$ cat src/rtl/hwag_pkg.sv
// Shared types and constants for the hwag crank-wheel front end and its consumers.
package hwag_pkg;

  // Default width of the period counter and of every period value.
  localparam int HWAG_CAP_W = 24;

  // Wheel-pattern lock states of the VR capture front end.
  typedef enum logic [1:0] {
    ST_IDLE,
    ST_SEEK,
    ST_CHECK,
    ST_SYNC
  } vrcap_state_t;

endpackage

$ cat src/rtl/hwag_vr_capture_vr_filter.sv
// VR input conditioning: two-flop synchronizer, run-length glitch filter and
// a one-cycle edge event for the selected polarity of the filtered signal.
module vr_filter #(
  parameter int FILT_W = 8
) (
  input  logic              clk,
  input  logic              rst,
  input  logic              vr_in,
  input  logic              edge_sel,
  input  logic [FILT_W-1:0] filt_len,
  output logic              edge_ev
);

  logic              sync_p0;
  logic              sync_p1;
  logic              filt;
  logic              filt_d;
  logic [FILT_W-1:0] run_cnt;
  logic [FILT_W-1:0] len_eff;

  // A zero length would never let the filter move, so it behaves as one sample.
  assign len_eff = (filt_len == '0) ? FILT_W'(1) : filt_len;

  // Synchronize, count disagreeing samples, toggle after len_eff of them, flag the edge.
  always_ff @(posedge clk) begin
    if (!rst) begin
      sync_p0 <= 1'b0;
      sync_p1 <= 1'b0;
      filt    <= 1'b0;
      filt_d  <= 1'b0;
      run_cnt <= '0;
      edge_ev <= 1'b0;
    end else begin
      sync_p0 <= vr_in;
      sync_p1 <= sync_p0;
      if (sync_p1 != filt) begin
        if (run_cnt >= len_eff - FILT_W'(1)) begin
          filt    <= sync_p1;
          run_cnt <= '0;
        end else begin
          run_cnt <= run_cnt + FILT_W'(1);
        end
      end else begin
        run_cnt <= '0;
      end
      filt_d  <= filt;
      edge_ev <= (filt != filt_d) && (filt == edge_sel);
    end
  end

endmodule

$ cat src/rtl/hwag_vr_capture.sv
// VR crank-sensor capture: conditions vr_in, measures tooth periods in clk
// cycles, finds the missing-tooth gap and locks onto the wheel pattern.
module hwag_vr_capture
  import hwag_pkg::*;
#(
  parameter int FILT_W = 8,
  parameter int CAP_W  = HWAG_CAP_W
) (
  input  logic              clk,
  input  logic              rst,
  input  logic              vr_in,
  input  logic              edge_sel,
  input  logic [FILT_W-1:0] filt_len,
  input  logic [CAP_W-1:0]  cap_min,
  input  logic [CAP_W-1:0]  cap_max,
  input  logic [7:0]        thnb,
  output logic              tooth_stb,
  output logic [CAP_W-1:0]  tooth_period,
  output logic              gap_stb,
  output logic [7:0]        tooth_idx,
  output logic              sync,
  output logic              err_short,
  output logic              err_sync,
  output logic              stall
);

  logic             edge_ev;
  logic [CAP_W-1:0] cnt_p0;
  logic [CAP_W-1:0] pprev;
  logic             pprev_vld;
  logic             gap_hit;
  vrcap_state_t     state;

  // Period counter step: count up but never past the stall threshold.
  function automatic logic [CAP_W-1:0] sat_inc(input logic [CAP_W-1:0] v,
                                               input logic [CAP_W-1:0] lim);
    return (v >= lim) ? lim : v + CAP_W'(1);
  endfunction

  // Gap when the new period is at least twice the previous one; one extra bit avoids overflow.
  function automatic logic is_gap(input logic [CAP_W-1:0] p, input logic [CAP_W-1:0] pp);
    return {1'b0, p} >= {pp, 1'b0};
  endfunction

  vr_filter #(.FILT_W(FILT_W)) u_filter (
    .clk      (clk),
    .rst      (rst),
    .vr_in    (vr_in),
    .edge_sel (edge_sel),
    .filt_len (filt_len),
    .edge_ev  (edge_ev)
  );

  assign gap_hit = pprev_vld && is_gap(cnt_p0, pprev);

  // Period measurement, edge acceptance, stall detection and wheel-lock FSM.
  always_ff @(posedge clk) begin
    if (!rst) begin
      state        <= ST_IDLE;
      cnt_p0       <= '0;
      pprev        <= '0;
      pprev_vld    <= 1'b0;
      tooth_stb    <= 1'b0;
      tooth_period <= '0;
      gap_stb      <= 1'b0;
      tooth_idx    <= '0;
      sync         <= 1'b0;
      err_short    <= 1'b0;
      err_sync     <= 1'b0;
      stall        <= 1'b0;
    end else begin
      tooth_stb <= 1'b0;
      gap_stb   <= 1'b0;
      err_short <= 1'b0;
      err_sync  <= 1'b0;
      stall     <= 1'b0;
      if (state == ST_IDLE) begin
        // Unarmed: the first edge only starts the period counter.
        cnt_p0 <= '0;
        if (edge_ev) begin
          cnt_p0    <= CAP_W'(1);
          pprev_vld <= 1'b0;
          state     <= ST_SEEK;
        end
      end else if (edge_ev && (cnt_p0 < cap_min)) begin
        err_short <= 1'b1;
        cnt_p0    <= sat_inc(cnt_p0, cap_max);
      end else if (edge_ev) begin
        cnt_p0       <= CAP_W'(1);
        tooth_stb    <= 1'b1;
        tooth_period <= cnt_p0;
        gap_stb      <= gap_hit;
        pprev        <= cnt_p0;
        pprev_vld    <= 1'b1;
        case (state)
          ST_SEEK: begin
            if (gap_hit) begin
              state     <= ST_CHECK;
              tooth_idx <= '0;
            end
          end
          ST_CHECK, ST_SYNC: begin
            if (gap_hit) begin
              tooth_idx <= '0;
              if (tooth_idx == thnb) begin
                state <= ST_SYNC;
                sync  <= 1'b1;
              end else begin
                err_sync <= 1'b1;
                state    <= ST_CHECK;
                sync     <= 1'b0;
              end
            end else if (tooth_idx == thnb) begin
              err_sync  <= 1'b1;
              state     <= ST_SEEK;
              sync      <= 1'b0;
              tooth_idx <= '0;
            end else begin
              tooth_idx <= tooth_idx + 8'd1;
            end
          end
          default: state <= ST_IDLE;
        endcase
      end else if (cnt_p0 == cap_max) begin
        // No edge within cap_max cycles: the wheel stopped, drop the lock.
        stall     <= 1'b1;
        state     <= ST_IDLE;
        sync      <= 1'b0;
        tooth_idx <= '0;
        cnt_p0    <= '0;
        pprev_vld <= 1'b0;
      end else begin
        cnt_p0 <= sat_inc(cnt_p0, cap_max);
      end
    end
  end

endmodule

$ cat config.mk
export PLATFORM = sky130hd
export DESIGN_NAME = hwag_vr_capture
export DESIGN_NICKNAME = d
export VERILOG_FILES = /design/src/rtl/hwag_pkg.sv /design/src/rtl/hwag_vr_capture_vr_filter.sv /design/src/rtl/hwag_vr_capture.sv
export SDC_FILE = /design/constraint.sdc
export NUM_CORES = 1
export LEC_CHECK = 0
export ABC_AREA = 1
export CAP_MARGIN = 20
export CORE_ASPECT_RATIO = 0.9
export CORE_MARGIN = 2
export CORE_UTILIZATION = 54
export DETAILED_ROUTE_END_ITERATION = 8
export PLACE_DENSITY = 0.79
export SLEW_MARGIN = 20
export SYNTH_ARGS = -nofsm -noshare
export SYNTH_HDL_FRONTEND = slang
export SYNTH_SLANG_ARGS = --single-unit
$ cat constraint.sdc
create_clock -name clk -period 3.4 [get_ports clk]
set_input_delay 0.51 -clock clk [delete_from_list [all_inputs] [get_ports clk]]
set_output_delay 0.51 -clock clk [all_outputs]
set_load 0.005 [all_outputs]
# After elaboration in Yosys (flattened, before gate mapping)
# Cells that the tools add are included.
# word_totals
elab_cells	104
input_bits	68
out_inout_bits	38
ff_bits	78
# classes
bitwise	6
order_cmp	4
n_mux	38
eq_ne	16
reduce_logical	19
n_addsub	4
# ops
cell	count
2-to-1 mux 24 bit	5
2-to-1 mux 8 bit	6
greater-or-equal comparator 24 x 25 -> 1 bit	1
adder 24 x 1 -> 24 bit (second input constant)	1
equality test 24 bit	1
greater-or-equal comparator 24 bit	1
< comparator 24 bit	1
2-to-1 mux 1 bit	17
adder 8 x 1 -> 8 bit (second input constant)	2
2-to-1 mux 2 bit	8
one-hot mux 8 bit (2 select lines)	1
AND reduction 5 bit	3
!= test 3 bit (second input constant)	3
equality test 8 bit	1
greater-or-equal comparator 8 bit	1
zero test 8 bit	1
OR reduction 4 bit	2
subtractor 8 x 1 -> 8 bit (second input constant)	1
NOT 1 bit	6
AND reduction 3 bit	2
OR reduction 3 bit	2
!= test 5 bit (second input constant)	1
OR reduction 5 bit	1
equality test 2 bit (second input constant)	2
other kinds (12)	17

# Logic depth before layout (Yosys ltp)
# depth
ltp_word	7
depth_mapped	18
ltp_nobuf	18

# Cells and area by module
# A second synthesis with hierarchy kept.
# unflattened
hier_cells	885
area_unflattened_um2	6058.3
# by_module_without_submodules
module	area_per_inst_um2	cells_per_inst	seq_area_each_um2	instances
hwag_vr_capture	5202.5	769	1301.2	1
vr_filter	855.8	116	260.2	1

# Worst setup path after synthesis
# OpenSTA, ideal clock, no wires.
# synth_timing
path_kind	input to register
startpoint	input port filt_len[3]
endpoint	register u_filter.run_cnt[2]
required_ns	3.319
path_buffers	0
setup_time_ns	0.081
cell_stages	14
setup_slack_ns	0.700
t_arrival_ns	2.619
path_cell_list	or2_2 -> nor3_1 -> a31oi_1 -> ha_1 -> nand2_1 -> xnor2_1 -> inv_1 -> ha_1 -> nand2_1 -> nor2_1 -> nand4_1 -> o2111a_1 -> o211ai_1 -> nor3b_1
# synth_between
elab_chain_cells	5
# synth_lines
element	line_no	text
from (decl)	hwag_vr_capture.sv:13	input logic [FILT_W-1:0] filt_len,
zero test 8 bit	hwag_vr_capture_vr_filter.sv:22	assign len_eff = (filt_len == '0) ? FILT_W'(1) : filt_len;
2-to-1 mux 8 bit *	hwag_vr_capture_vr_filter.sv:22	
subtractor 8 x 1 -> 8 bit *	hwag_vr_capture_vr_filter.sv:37	if (run_cnt >= len_eff - FILT_W'(1)) begin
greater-or-equal comparator 8 bit *	hwag_vr_capture_vr_filter.sv:37	
OR reduction 3 bit (no line) *	-	
to (signal assigned)	hwag_vr_capture_vr_filter.sv:41	run_cnt <= run_cnt + FILT_W'(1);
to (decl)	hwag_vr_capture_vr_filter.sv:18	logic [FILT_W-1:0] run_cnt;
# Mark *: on every way between the ends. The rest lies on a longest branch, timed or not.
# A chain may end at the register's enable or synchronous reset.

# Final worst setup path
# layout_timing
startpoint	input port filt_len[4]
endpoint	register u_filter.run_cnt[2]
# The elaborated chain is that of the path after synthesis.

==> impl_metrics.tcl <==
set metrics [dict create \
    outcome "completed" \
    grt_pass1_wl_um 23600 \
    critPathBufInv 2 \
    area_growth_pct 24.9 \
    hold_class "reg -> reg" \
    clock_sinks 78 \
    die_h_um 103 \
    io_pins 106 \
    die_area_um2 11800 \
    htree_levels 3 \
    layout-drive-gt1-share 0.0448 \
    slowest_delay_ps 430 \
    antenna_found_initial 0 \
    finalCritPeriodShare 0.900 \
    grt_max_degree 41 \
    worstPathMaxFanout 8 \
    gp_congestion 0.897 \
    cts_buffer_depth 2 \
    syn-num-nets 1025 \
    fin_skew_ps 6.94 \
    slew_violations 0 \
    synth_ff_type "dfxtp_1" \
    path_clk_slew_ps 60 \
    arrival_ps 3310 \
    clock.fmax_mhz 327 \
    syn_inst 872 \
    grt_pass1_vias 5164 \
    vias 5658 \
    cpLargestDelayFamily "simple AND/OR/NAND/NOR gates" \
    path_class "in -> reg" \
    setup_tns_ps 0 \
    synth-async-reset-ratio 0 \
    antenna_cells 0 \
    seq_area_um2 1560 \
    multi_input_area_um2 3710 \
    cts-root-buf "clkbuf_16" \
    yosysSeqAreaShare 0.263 \
    nNetsFinal 1130 \
    fillers 970 \
    layout_commonest_cell "nand2_1" \
    cpMaxStageDelayCell "clkdlybuf4s50_1" \
    hold_viol 0 \
    powerDensity_nw_per_um2 282 \
    start_kind "input port" \
    cts_repair_resize_count 0 \
    synth_largest_area_cell "dfxtp_1" \
    firstDrtPassIters 5 \
    irDropWorstVdd_mv 0.237 \
    synth_warnings 0 \
    synth.cell_area_um2 5940 \
    drt_iter0_drc 287 \
    synth_seq_cells 78 \
    synth-edff-count 0 \
    cts_tree "built" \
    grtUsageTotal 0.247 \
    cts_buffers 9 \
    power_leakage_nw 3.53 \
    core-area_um2 10800 \
    finalSetupViolations 0 \
    drv_cap 0 \
    postCtsSetupBuffers 0 \
    mostFrequentLayoutCells "nand2_1, inv_1, clkdlybuf4s50_1, nor2_1, ha_1" \
    portBuffers 105 \
    required_ps 3650 \
    syn_area_per_cell_um2 6.81 \
    vias_per_cell 5.07 \
    routedWlPerCell_um 12.7 \
    routed_wl_um 14100 \
    rsz0062_at_grt "false" \
    power_mw 2.09 \
    synth_top_area_share 0.263 \
    worstPathCellList "clkdlybuf4s50_1, or2_2, nor3_1, a31oi_1, ha_1, nand2_1, xnor2_1, inv_1, ha_1, nand2_1, nor2_1, nand4_1, o2111a_1, o211ai_1, nor3b_1" \
    relSlewSlack 0.582 \
    finalCriticalPeriod_ps 3060 \
    overflow 0 \
    synth_area_leaders "dfxtp_1, ha_1, nand2_1" \
    worstSkewPairLatency_ps 340 \
    place_hpwl_um 11100 \
    initial_core_util 0.551 \
    ys_types 40 \
    endpoint_kind "register" \
    tightest_slew_ps 625 \
    antenna_left 0 \
    postLayoutCoreUtil 0.689 \
    num_rows 36 \
    drcViolationCount 0 \
    holdBufCountCts 0 \
    die_width_um 115 \
]
layer usage:
layer,track usage,part of all wire,vias to the layer above,wire length (um)
met5,0,0,-,0
met4,0.0544,0.0074,0,104
li1,-,-,3012,-
met3,0.0338,0.049,8,692
met2,0.413,0.44,131,6240
met1,0.343,0.50,2507,7100
stage by stage:
step | hold slack, ps | cell area [um2] | setup WS, ps | std cells
after global placement | 396 | 7110 | 39.3 | 1099
after floorplan | 390 | 5940 | 700 | 872
after detailed placement | 409 | 7110 | 18.5 | 1099
final | 414 | 7410 | 340 | 1115
after CTS | 418 | 7410 | 347 | 1115
after global routing | 454 | 7410 | 18.0 | 1115
state kept, by name (all words and copies together), names as in the netlist, 2 cells and up:
name,cells
cnt_p0,24
pprev,24
tooth_idx,8
u_filter.run_cnt,8
state,2
logic make-up after synthesis:
logic type / count (synthesis) / synth area share
adders and majority gates: 85 / 0.179
xor gates and xnor gates: 36 / 0.0531
DFF: 78 / 0.263
buffers and inverters: 168 / 0.113
AOI/OAI and AO/OA: 148 / 0.130
and+or+nand+nor: 357 / 0.262
power by group:
| group | switching (mW) | total, mW | leakage, nW | internal (mW) |
|---|---|---|---|---|
| logic | 0.0782 | 0.184 | 2.75 | 0.105 |
| registers | 0.00189 | 0.917 | 0.628 | 0.916 |
| clock network | 0.412 | 0.990 | 0.143 | 0.578 |
| total | 0.492 | 2.09 | 3.53 | 1.60 |
final cells by class:
class	instances	area share
clock inverters	7	0.0108
well taps	133	0.0224
flip-flops and latches	78	0.211
repair buffers	111	0.150
multi-input cells	626	0.500
inverters	151	0.0764
clock buffers	9	0.0304
worst reg2reg max path, stage by stage (launching register included):
cell and delay [ps]:
dfxtp_1 540, ha_1 320, a21o_1 160, o21ai_0 150
nand2_1 80, nor2_2 200, nand2_4 120, nand2_4 220
buf_4 320, o21ai_0 140, a21oi_1 150
synth_stat cells, types with 2 or more instances:
master / count
a211oi_1: 2
a21o_1: 3
a21oi_1: 71
a31oi_1: 2
buf_2: 6
buf_4: 2
buf_6: 3
clkbuf_1: 6
dfxtp_1: 78
ha_1: 85
inv_1: 146
inv_2: 5
nand2_1: 183
nand2_2: 4
nand2_4: 3
nand3_1: 21
nand3_4: 2
nand4_1: 13
nor2_1: 102
nor3_1: 13
nor3_2: 2
nor4_1: 4
o211ai_1: 2
o21ai_0: 61
o21ai_1: 4
xnor2_1: 19
xor2_1: 17
final timing paths:
kind	startpoint	depth (start not counted)	slack, ps	endpoint
max reg2reg	cnt_p0[19]	10	910	pprev[10]
min reg2reg	u_filter.sync_p0	2	410	u_filter.sync_p1
min	u_filter.sync_p0	2	410	u_filter.sync_p1
max	filt_len[4]	15	340	u_filter.run_cnt[2]
(Power assumes the default switching activity.)
